--- src/rtl/aer_pkg.sv ---
// aer_pkg: shared AER address type, command opcode and FSM state encodings
package aer_pkg;
  localparam int AER_ADDR_W = 10;
  localparam logic [3:0] CMD_OPCODE = 4'b0010;
  typedef logic [AER_ADDR_W-1:0] aer_addr_t;
  typedef enum logic {P_HDR, P_ADDR} p_state_t;
  typedef enum logic [1:0] {H_IDLE, H_REQ, H_REL} h_state_t;
endpackage

--- src/rtl/aer_fifo.sv ---
// aer_fifo: power-of-two event FIFO with head read from the storage registers
module aer_fifo
  import aer_pkg::*;
#(
  parameter int DEPTH = 16,
  localparam int AW = $clog2(DEPTH),
  localparam int LW = AW + 1
) (
  input  logic          clk,
  input  logic          rst,
  input  logic          push,
  input  aer_addr_t     din,
  input  logic          pop,
  output aer_addr_t     dout,
  output logic          full,
  output logic          empty,
  output logic [LW-1:0] level
);
  aer_addr_t mem [DEPTH];
  logic [AW-1:0] wr, rd;
  always_ff @(posedge clk)
    if (push) mem[wr] <= din;
  always_ff @(posedge clk or posedge rst)
    if (rst) begin
      wr <= '0;
      rd <= '0;
      level <= '0;
    end else begin
      if (push) wr <= wr + AW'(1);
      if (pop) rd <= rd + AW'(1);
      if (push != pop) level <= push ? level + LW'(1) : level - LW'(1);
    end
  assign dout = mem[rd];
  assign full = level == LW'(DEPTH);
  assign empty = level == '0;
endmodule

--- src/rtl/aer_uart_sched.sv ---
// aer_uart_sched: parses 2-byte UART commands into AER events and delivers them
// over a four-phase req/ack handshake through a small FIFO.
module aer_uart_sched
  import aer_pkg::*;
#(
  parameter int FIFO_DEPTH = 16,
  parameter int TIMEOUT_CYC = 65535,
  localparam int LW = $clog2(FIFO_DEPTH) + 1
) (
  input  logic          clk,
  input  logic          rst,
  input  logic [7:0]    s_axis_tdata,
  input  logic          s_axis_tvalid,
  output logic          s_axis_tready,
  output aer_addr_t     aer_addr,
  output logic          aer_req,
  input  logic          aer_ack,
  output logic [LW-1:0] fifo_level,
  output logic          cmd_err,
  output logic [15:0]   evt_count
);
  localparam int TW = $clog2(TIMEOUT_CYC + 1);
  p_state_t p_st;
  h_state_t h_st;
  logic [1:0] hi;
  logic [TW-1:0] tcnt;
  logic ack_m, ack_s, full, empty, acc, push, pop;
  aer_addr_t head;
  assign s_axis_tready = !(p_st == P_ADDR && full);
  assign acc = s_axis_tvalid && s_axis_tready;
  assign push = acc && p_st == P_ADDR;
  assign pop = h_st == H_IDLE && !empty && !ack_s;
  aer_fifo #(.DEPTH(FIFO_DEPTH)) u_fifo (
    .clk(clk),
    .rst(rst),
    .push(push),
    .din({hi, s_axis_tdata}),
    .pop(pop),
    .dout(head),
    .full(full),
    .empty(empty),
    .level(fifo_level)
  );
  // tcnt counts idle clocks in P_ADDR, including clocks stalled by a full FIFO
  always_ff @(posedge clk or posedge rst)
    if (rst) begin
      p_st <= P_HDR;
      hi <= '0;
      tcnt <= '0;
      cmd_err <= 1'b0;
    end else if (p_st == P_HDR) begin
      if (acc && s_axis_tdata[7:4] == CMD_OPCODE && s_axis_tdata[3:2] == 2'b00) begin
        hi <= s_axis_tdata[1:0];
        tcnt <= '0;
        p_st <= P_ADDR;
      end else if (acc) cmd_err <= 1'b1;
    end else if (acc) begin
      tcnt <= '0;
      p_st <= P_HDR;
    end else if (tcnt == TW'(TIMEOUT_CYC - 1)) begin
      tcnt <= '0;
      cmd_err <= 1'b1;
      p_st <= P_HDR;
    end else tcnt <= tcnt + TW'(1);
  always_ff @(posedge clk or posedge rst)
    if (rst) begin
      ack_m <= 1'b0;
      ack_s <= 1'b0;
      h_st <= H_IDLE;
      aer_req <= 1'b0;
      aer_addr <= '0;
      evt_count <= '0;
    end else begin
      ack_m <= aer_ack;
      ack_s <= ack_m;
      case (h_st)
        H_IDLE: if (pop) begin
          aer_addr <= head;
          aer_req <= 1'b1;
          h_st <= H_REQ;
        end
        H_REQ: if (ack_s) begin
          aer_req <= 1'b0;
          evt_count <= evt_count == 16'hFFFF ? evt_count : evt_count + 16'd1;
          h_st <= H_REL;
        end
        default: if (!ack_s) h_st <= H_IDLE;
      endcase
    end
endmodule

--- config.mk ---
export PLATFORM = sky130hd
export DESIGN_NAME = aer_uart_sched
export DESIGN_NICKNAME = d
export VERILOG_FILES = /design/src/rtl/aer_pkg.sv /design/src/rtl/aer_fifo.sv /design/src/rtl/aer_uart_sched.sv
export SDC_FILE = /design/constraint.sdc
export NUM_CORES = 1
export LEC_CHECK = 0
export CAP_MARGIN = 20
export CORE_MARGIN = 3
export CORE_UTILIZATION = 50
export CTS_CLUSTER_SIZE = 24
export DETAILED_ROUTE_END_ITERATION = 8
export PLACE_DENSITY = 0.68
export SLEW_MARGIN = 20
export SYNTH_ARGS = -nofsm -noshare
export SYNTH_HDL_FRONTEND = slang
export SYNTH_SLANG_ARGS = --single-unit
--- constraint.sdc ---
create_clock -name clk -period 3.8 [get_ports clk]
set_input_delay 0.95 -clock clk [delete_from_list [all_inputs] [get_ports clk]]
set_output_delay 0.95 -clock clk [all_outputs]
set_load 0.1 [all_outputs]
==> impl_metrics.json, run 1 <==
{
  "dpl_worst_slack_ns": 0.437,
  "area_growth_pct": 16.6,
  "fin_skew_ns": 0.0164,
  "path_delay_family": "buffers and inverters",
  "path_cells": "clkdlybuf4s50_1",
  "cap_viol_max_count": 0,
  "yosys_register_bits": 224,
  "clockBufferDepth": 3,
  "cp_max_fo": 6,
  "insertion_delay_ns": 0.52,
  "die_w_um": 143,
  "wirelength_mm": 18.9,
  "met2_length_mm": 9.33,
  "cts-resized-gates": 0,
  "hold_class": "register to register",
  "final_common_cell": "edfxtp_1",
  "ioPinCount": 46,
  "cts_tree": "yes",
  "io_buffers": 45,
  "avgSynthCellArea_um2": 16.7,
  "antenna_found_initial": 0,
  "clock_tree.root_cell": "clkbuf_16",
  "cts_buffers": 24,
  "stdcell_count": 879,
  "wire_per_inst_um": 21.6,
  "post_synth_num_cell_types": 64,
  "syn-cell-area_um2": 9430,
  "status": "finished clean",
  "synthCells": 566,
  "slowest_stage": "clkdlybuf4s50_1",
  "worstMarginPinSlew_ns": 0.991,
  "rows": 49,
  "start_util_pct": 51.6,
  "clkTransAtPathRegs_ns": 0.06,
  "synth-edff-count": 160,
  "drt_iter0_markers": 507,
  "finalSetupTns_ns": 0,
  "hold_viol_final": 0,
  "dp_hpwl_mm": 12.1,
  "dieArea_um2": 20500,
  "rsz0062_at_grt": "no",
  "setup_ws_ns": 0.727,
  "max-slew-margin-rel_pct": 33.8,
  "critPathArrivalTime_ns": 2.12,
  "num_vias": 5265,
  "min_period_over_period_pct": 80.9,
  "final_layout_size_suffix_gt1_share_pct": 19.7,
  "dp.cells": 835,
  "startpoint_type": "register",
  "m1WireLength_mm": 8.31,
  "overflow": 0,
  "gp_congestion": 0.827,
  "syn_nets": 590,
  "ir_drop_uv": 821,
  "setup_viol": 0,
  "fin_crit_ns": 3.07,
  "grt_pass1_wl_mm": 30.5,
  "track_usage_pct": 19.0,
  "leakagePower_nw": 3.88,
  "r2r_slack_ns": 1.14,
  "fin_nets": 656,
  "antenna_cells": 0,
  "drc_errors": 0,
  "htreeDepth": 1,
  "synth-async-reset-ratio_pct": 28.6,
  "drv_slew": 0,
  "fmax_mhz": 325,
  "dr.pass1.iters": 5,
  "power_density_nw_per_um2": 703,
  "fin_total_pwr_mw": 7.73,
  "holdWs_ns": 0.358,
  "seq_area_frac_synth_pct": 67.9,
  "routed-wl-met3_um": 829,
  "final_antenna_net_count": 0,
  "grt_max_degree": 40,
  "core_um2": 18300,
  "via_per_inst": 5.99,
  "critPathRequiredTime_ns": 2.85,
  "crit_path_end_kind": "primary output",
  "ys.warnings.count": 0,
  "clock_sinks": 224,
  "max_stage_delay_ns": 1.17,
  "cts_hold_buf": 0,
  "worst-path-buf-inv": 1,
  "grt_pass1_vias": 5493,
  "postCtsSetupBuffers": 0,
  "final_cell_mix": "edfxtp_1 (160), dfrtp_1 (62), clkdlybuf4s50_1 (41), mux4_2 (39), buf_4 (26)",
  "highest_layer": "met4",
  "critPathKind": "register to primary output",
  "synth_ff_type": "edfxtp_1",
  "die_h_um": 143
}
==> through the flow <==
stage / area (µm²) / util (%)
finish: 11000 / 60.2
global route: 11000 / 60.2
global placement: 10200 / 55.9
floorplan: 9430 / -
CTS: 11000 / 60.2
detailed placement: 10200 / 55.9
==> synth_stat cells, drive strengths merged (3+ instances only) <==
cell | count | area (µm²)
a21oi | 5 | 25.0
nor2b | 3 | 18.8
o21a | 4 | 30.0
nand2 | 25 | 93.8
edfxtp | 160 | 4800
mux2 | 7 | 78.8
or4 | 4 | 37.5
nor4 | 10 | 77.6
buf | 16 | 87.6
nor2 | 11 | 41.3
nand4 | 13 | 81.3
nand3 | 11 | 55.1
and3 | 8 | 50.1
xnor2 | 21 | 191
a211oi | 12 | 90.1
a22o | 3 | 26.3
mux4 | 39 | 878
dfrtp | 64 | 1600
nor4b | 8 | 70.1
o211ai | 5 | 42.5
nor3 | 9 | 45.0
and4 | 6 | 52.6
nor3b | 6 | 45.0
ha | 11 | 138
a21o | 16 | 120
mux2i | 10 | 100
o31ai | 10 | 75.1
xor2 | 3 | 26.3
o21ai | 7 | 46.3
clkbuf | 11 | 41.3
inv | 10 | 37.5
o22ai | 9 | 56.3
==> per-layer routing <==
metal | vias up | global-route usage (%)
li1 | 2414 | -
met1 | 2671 | 26.5
met2 | 147 | 31.6
met3 | 33 | 2.86
met4 | 0 | 5.70
met5 | - | 0
==> registers in the layout (all words and copies together), names as in the netlist <==
signal and count:
u_fifo.mem 160, evt_count 16, tcnt 16, aer_addr 10, u_fifo.level 5, u_fifo.rd 4
u_fifo.wr 4, h_st 2, hi 2, ack_m 1, ack_s 1, aer_req 1
cmd_err 1, p_st 1
==> kinds of logic (layout without fill, tap and decap cells) <==
family	after synthesis	after routing	synth area share, %
compound gates	87	87	7.05
xor+xnor	24	24	2.31
fa+ha+maj	12	12	1.67
buf+inv	38	122	1.80
flops	224	224	67.9
mux	56	56	11.2
simple gates	125	125	8.01
==> path summary, 6_finish.rpt <==
kind / start / endpoint / cells past startpoint
worst max-delay path: evt_count[2] / evt_count[2] / 1
worst min-delay path: ack_m / ack_s / 0
worst max register to register: u_fifo.level[0] / u_fifo.level[4] / 8
worst min register to register: ack_m / ack_s / 0
max in group asynchronous: rst / evt_count[1] / 3
min in group asynchronous: rst / evt_count[4] / 2
==> where the power goes <==
part	switching, mW	internal, mW	total, mW
combinational	1.43	0.865	2.30
clock	0.927	1.32	2.24
sequential	0.383	2.80	3.19
total	2.74	4.98	7.73
==> layout make-up <==
cell class                 count  area (µm²)
fill                        1347        7280
sequential                   224        6410
multi-input combinational    304        2880
clock buffer                  33         674
timing repair buffer          67         606
tap                          229         287
clock inverter                11        97.6
inverter                      11        41.3
Note: power is estimated with default switching activity, not from simulation.
==> inputs of run 2 (changes only) <==
==> constraint.sdc (replaced) <==
create_clock -name clk -period 3.05 [get_ports clk]
set_input_delay 0.7625 -clock clk [delete_from_list [all_inputs] [get_ports clk]]
set_output_delay 0.7625 -clock clk [all_outputs]
set_load 0.1 [all_outputs]
==> run 2 against run 1 <==
Compared with the run above:
- via count grew 2.2%
- total power grew 27%
- die area is the same
- sequential cell count is the same
- critical path type is now register to register
- sequential power grew 20%
- clock power grew 32%
- non-clock buffer count grew 16
- combinational power grew 32%
==> impl_metrics.json, run 2 (synthesized netlist as in run 1, its figures left out) <==
{
  "status": "finished clean",
  "drt_iter0_markers": 444,
  "cts_buffers": 24,
  "critPathKind": "register to register",
  "clock_tree.root_cell": "clkbuf_16",
  "max-slew-margin-rel_pct": 53.4,
  "startpoint_type": "register",
  "hold_path.startpoint": "ack_m",
  "min_period_over_period_pct": 84.7,
  "fin_nets": 672,
  "die_w_um": 143,
  "wire_per_inst_um": 21.8,
  "grt_pass1_vias": 5582,
  "hold_viol_final": 0,
  "power_switching_mw": 3.40,
  "via_per_inst": 6.01,
  "rr_endpoint": "u_fifo.level[4]",
  "p_seq_share_pct": 39.1,
  "slowest_stage": "or4_4",
  "htreeDepth": 1,
  "fin_util_pct": 61.0,
  "multi_input_comb_area_um2": 2900,
  "cts-resized-gates": 0,
  "track_usage_pct": 19.5,
  "fmax_mhz": 387,
  "overflow": 0,
  "rsz0062_at_grt": "no",
  "r2r_slack_ns": 0.47,
  "largest_reg_flops": 160,
  "grt_pass1_wl_mm": 31.3,
  "fillers": 1306,
  "fin_total_pwr_mw": 9.81,
  "ioPinCount": 46,
  "start_util_pct": 51.6,
  "area_growth_pct": 18.1,
  "seq_area_um2": 6410,
  "io_buffers": 45,
  "intPower_mw": 6.41,
  "combPwrFrac_pct": 30.9,
  "wirelength_mm": 19.5,
  "worstMarginPinSlew_ns": 0.694,
  "grt_max_degree": 34,
  "gp_congestion": 0.797,
  "clockBufferDepth": 3,
  "finalSetupTns_ns": 0,
  "dr.pass1.iters": 4,
  "path_cells": "or4_4 -> o211a_4 -> clkinv_1 -> buf_4 -> ha_1 -> a21oi_1 -> nor4_1 -> nand4bb_1",
  "cts_hold_buf": 0,
  "antenna_found_initial": 0,
  "reg_top3": "u_fifo.mem: 160 flops, evt_count: 16 flops, tcnt: 16 flops",
  "regMostFlops": "u_fifo.mem",
  "clock_sinks": 224,
  "critPathRequiredTime_ns": 3.43,
  "setup_viol": 0,
  "crit_path_end_kind": "register",
  "leakagePower_nw": 4.05,
  "final_layout_size_suffix_gt1_share_pct": 26.9,
  "rows": 49,
  "drv_slew": 0,
  "final_antenna_net_count": 0,
  "hold_class": "register to register",
  "drc_errors": 0,
  "r2r-start": "u_fifo.level[0]",
  "critPathArrivalTime_ns": 2.96,
  "cp_max_fo": 8,
  "power_density_nw_per_um2": 881,
  "stdcell_count": 895,
  "p_sw_share_pct": 34.6,
  "final_cell_mix": "edfxtp_1 (160), buf_4 (70), dfrtp_1 (62), mux4_2 (39), clkbuf_16 (26)",
  "dp.cells": 851,
  "hold_end": "ack_s",
  "hold_path_depth": 0,
  "core_um2": 18300,
  "fin_crit_ns": 2.58,
  "p_clk_share_pct": 30.0,
  "insertion_delay_ns": 0.50,
  "final_common_cell": "edfxtp_1",
  "dp_hpwl_mm": 12.7,
  "die_h_um": 143,
  "fin_skew_ns": 0.00778,
  "antenna_cells": 0,
  "postCtsSetupBuffers": 0,
  "cap_viol_max_count": 0,
  "r2r_cells": 8,
  "ir_drop_uv": 999,
  "cts_tree": "yes",
  "num_vias": 5379,
  "clkTransAtPathRegs_ns": 0.06,
  "max_stage_delay_ns": 0.62,
  "dieArea_um2": 20500
}
## run 2: stage by stage
| stage | cell area (µm²) | setup slack, ns | hold slack (ns) |
|---|---|---|---|
| 2_1_floorplan | 9450 | -0.348 | 0.331 |
| 3_3_place_gp | 10300 | 0.239 | 0.335 |
| 3_5_place_dp | 10300 | 0.159 | 0.346 |
| 4_1_cts | 11100 | 0.452 | 0.359 |
| 5_1_grt | 11100 | 0.341 | 0.366 |
| 6_report | 11100 | 0.465 | 0.353 |
## run 2: critical path: cells and delay by family, from the launching register on
kind            cells  cell delay (ns)
simple gates        3             0.90
compound gates      2             0.54
flops               1             0.46
buf+inv             2             0.28
fa+ha+maj           1             0.27
## run 2: cell type report
type,count,share of cell area [%]
Timing Repair Buffer,83,6.07
Multi-Input combinational cell,304,26.0
Tap cell,229,2.57
Clock inverter,5,0.438
Inverter,11,0.371
Sequential cell,224,57.5
Clock buffer,39,7.00
## run 2: metal layers
layer	share of wire [%]	global-route usage (%)	vias to the layer above
met5	0	0	-
met4	2.1	5.45	0
met3	4.2	2.60	31
met2	50	32.2	139
met1	44	27.8	2768
li1	-	-	2441
## run 2: worst max-delay path by stage
| stage | from | endpoint | cells after the start |
|---|---|---|---|
| floorplan | u_fifo.level[0] | u_fifo.mem[2][0] | 4 |
| global placement | s_axis_tvalid | u_fifo.level[4] | 8 |
| detailed placement | s_axis_tvalid | u_fifo.level[4] | 8 |
| CTS | u_fifo.level[0] | u_fifo.level[4] | 8 |
| global route | u_fifo.level[0] | u_fifo.level[4] | 8 |
| finish | u_fifo.level[0] | u_fifo.level[4] | 8 |
## run 2: power groups by stage
stage,Sequential [mW],Combinational (mW),Clock (mW)
after floorplan,4.74,1.43,0
after global placement,3.88,3.01,0
after detailed placement,3.90,3.05,0
after CTS,3.84,3.06,3.01
after global routing,3.89,3.21,3.13
final,3.84,3.03,2.95
==> inputs of run 3 (changes only) <==
--- a/config.mk
+++ b/config.mk
@@ -10,7 +10,7 @@
 export CORE_UTILIZATION = 50
 export CTS_CLUSTER_SIZE = 24
 export DETAILED_ROUTE_END_ITERATION = 8
-export PLACE_DENSITY = 0.68
+export PLACE_DENSITY = 0.71
 export SLEW_MARGIN = 20
 export SYNTH_ARGS = -nofsm -noshare
 export SYNTH_HDL_FRONTEND = slang
==> constraint.sdc (replaced) <==
create_clock -name clk -period 2.25 [get_ports clk]
set_input_delay 0.5625 -clock clk [delete_from_list [all_inputs] [get_ports clk]]
set_output_delay 0.5625 -clock clk [all_outputs]
set_load 0.1 [all_outputs]
==> run 3 against run 2 <==
Compared with the run above:
- the flow now finishes with violations (setup timing)
- critical path depth increased by 1
- via count up 2.9%
- sequential share of layout area fell by 1.8 points
- maximum frequency increased by 9.4%
- clock skew increased by 0.0023 ns
- setup slack got worse by 0.58 ns
- critical endpoint is now u_fifo.level[3]
==> impl_metrics.json, run 3 (synthesized netlist as in run 1, its figures left out) <==
{
  "status": "complete, but fails checks",
  "violations": "setup timing",
  "r2r_cells": 9,
  "fin_total_pwr_mw": 13.6,
  "grt_max_degree": 65,
  "rsz0062_at_grt": "yes",
  "critPathArrivalTime_ns": 2.74,
  "cp_max_fo": 3,
  "leakagePower_nw": 4.14,
  "antenna_cells": 0,
  "fin_crit_ns": 2.36,
  "place_area_um2": 10600,
  "regMostFlops": "u_fifo.mem",
  "wire_per_inst_um": 21.7,
  "grt_pass1_vias": 5755,
  "setup_viol": 2,
  "drv_slew": 0,
  "cts_hold_buf": 0,
  "dr.pass1.iters": 5,
  "hold_end": "ack_s",
  "final_layout_size_suffix_gt1_share_pct": 33.1,
  "cap_viol_max_count": 0,
  "num_vias": 5537,
  "r2r-start": "u_fifo.level[1]",
  "io_buffers": 45,
  "final_cell_mix": "edfxtp_1 (160), buf_4 (77), dfrtp_1 (46), mux4_2 (39), clkbuf_16 (25)",
  "critPathRequiredTime_ns": 2.63,
  "cts_tree": "yes",
  "crit_path_end_kind": "register",
  "die_w_um": 143,
  "power_switching_mw": 4.75,
  "rr_endpoint": "u_fifo.level[3]",
  "reg_top3": "u_fifo.mem: 160 flops, evt_count: 16 flops, tcnt: 16 flops",
  "overflow": 0,
  "p_clk_share_pct": 28.3,
  "wirelength_mm": 19.8,
  "largest_reg_flops": 160,
  "clock_tree.root_cell": "clkbuf_16",
  "start_util_pct": 51.6,
  "fmax_mhz": 423,
  "grt_pass1_wl_mm": 31.7,
  "drc_errors": 0,
  "cts_buffers": 24,
  "hold_path_depth": 0,
  "setup_ws_ns": -0.113,
  "clock_sinks": 224,
  "power_density_nw_per_um2": 1180,
  "critPathKind": "register to register",
  "rows": 49,
  "drt_iter0_markers": 387,
  "fillers": 1278,
  "final_antenna_net_count": 0,
  "fin_util_pct": 63.1,
  "p_sw_share_pct": 34.8,
  "clkTransAtPathRegs_ns": 0.06,
  "combPwrFrac_pct": 33.9,
  "antenna_found_initial": 0,
  "area_growth_pct": 22.3,
  "fin_nets": 689,
  "final_common_cell": "edfxtp_1",
  "intPower_mw": 8.89,
  "die_h_um": 143,
  "ir_drop_uv": 1670,
  "hold_path.startpoint": "ack_m",
  "track_usage_pct": 19.9,
  "stdcell_area_um2": 11500,
  "min_period_over_period_pct": 105,
  "seq_area_um2": 6430,
  "gp_congestion": 0.866,
  "multi_input_comb_area_um2": 3060,
  "dpl_worst_slack_ns": -0.482,
  "hold_class": "register to register",
  "worstMarginPinSlew_ns": 0.854,
  "dp_hpwl_mm": 13.0,
  "p_seq_share_pct": 37.8,
  "htreeDepth": 1,
  "max-slew-margin-rel_pct": 43.0,
  "r2r_slack_ns": -0.11,
  "startpoint_type": "register",
  "finalSetupTns_ns": -0.168,
  "ioPinCount": 46,
  "clockBufferDepth": 3,
  "core_um2": 18300,
  "fin_skew_ns": 0.0101,
  "insertion_delay_ns": 0.50,
  "dieArea_um2": 20500,
  "via_per_inst": 6.07,
  "hold_viol_final": 0
}
-- run 3: changes by cell type in the layout (fill, tap and decap cells not counted), moves of 4 or more --
cell,delta
and3_1,-4
and3_4,+4
and4_1,-4
and4_4,+4
buf_12,+8
buf_4,+7
clkbuf_8,-5
dfrtp_1,-16
dfrtp_2,+16
nor3b_2,-4
nor3b_4,+4
-- run 3: power groups by stage --
stage	clock network (mW)	logic (mW)	registers, mW
global route	4.09	4.91	5.22
detailed placement	0	4.50	5.24
finish	3.86	4.62	5.16
global placement	0	4.42	5.21
floorplan	0	2.01	6.46
CTS	3.92	4.57	5.16
-- run 3: cell type report --
cell class,instances,share of cell area (%)
Tap cell,229,2.49
Timing Repair Buffer,100,7.93
Clock inverter,10,0.814
Sequential cell,224,55.8
Multi-Input combinational cell,304,26.6
Clock buffer,34,5.98
Inverter,11,0.467
-- run 3: worst max path at each step --
stage,start,end,slack (ns)
after global routing,u_fifo.level[1],u_fifo.level[3],-0.17
final,u_fifo.level[1],u_fifo.level[3],-0.11
after detailed placement,s_axis_tdata[7],tcnt[6],-0.48
after floorplan,u_fifo.level[1],u_fifo.level[3],-0.33
after global placement,s_axis_tdata[7],tcnt[13],-0.52
after CTS,u_fifo.level[3],u_fifo.level[4],-0.07
-- run 3: what timing repair did --
action	in CTS	in global routing
buffers inserted	1	3
pin swaps	10	9
endpoints found under the setup margin	3	15
gates resized for setup	5	7
-- run 3: routing by layer --
metal / vias up / global-route usage [%] / part of all wire (%)
met5: - / 0 / 0
met4: 0 / 4.31 / 1.5
met3: 24 / 2.96 / 5.1
met2: 162 / 33.7 / 51
met1: 2876 / 27.8 / 43
li1: 2475 / - / -
-- run 3: metrics by stage --
stage	instances	hold slack, ns
2_1_floorplan	566	0.331
5_1_grt	912	0.360
4_1_cts	909	0.358
3_3_place_gp	864	0.334
6_report	912	0.357
3_5_place_dp	864	0.344
-- run 3: critical path: stages (launching register included) --
cell and delay [ns]:
dfrtp_2 0.40, or4_4 0.54, o211a_4 0.30, clkinv_8 0.05
buf_8 0.09, ha_4 0.19, a21o_1 0.17, a21oi_2 0.16
xnor2_1 0.08, mux2_4 0.25
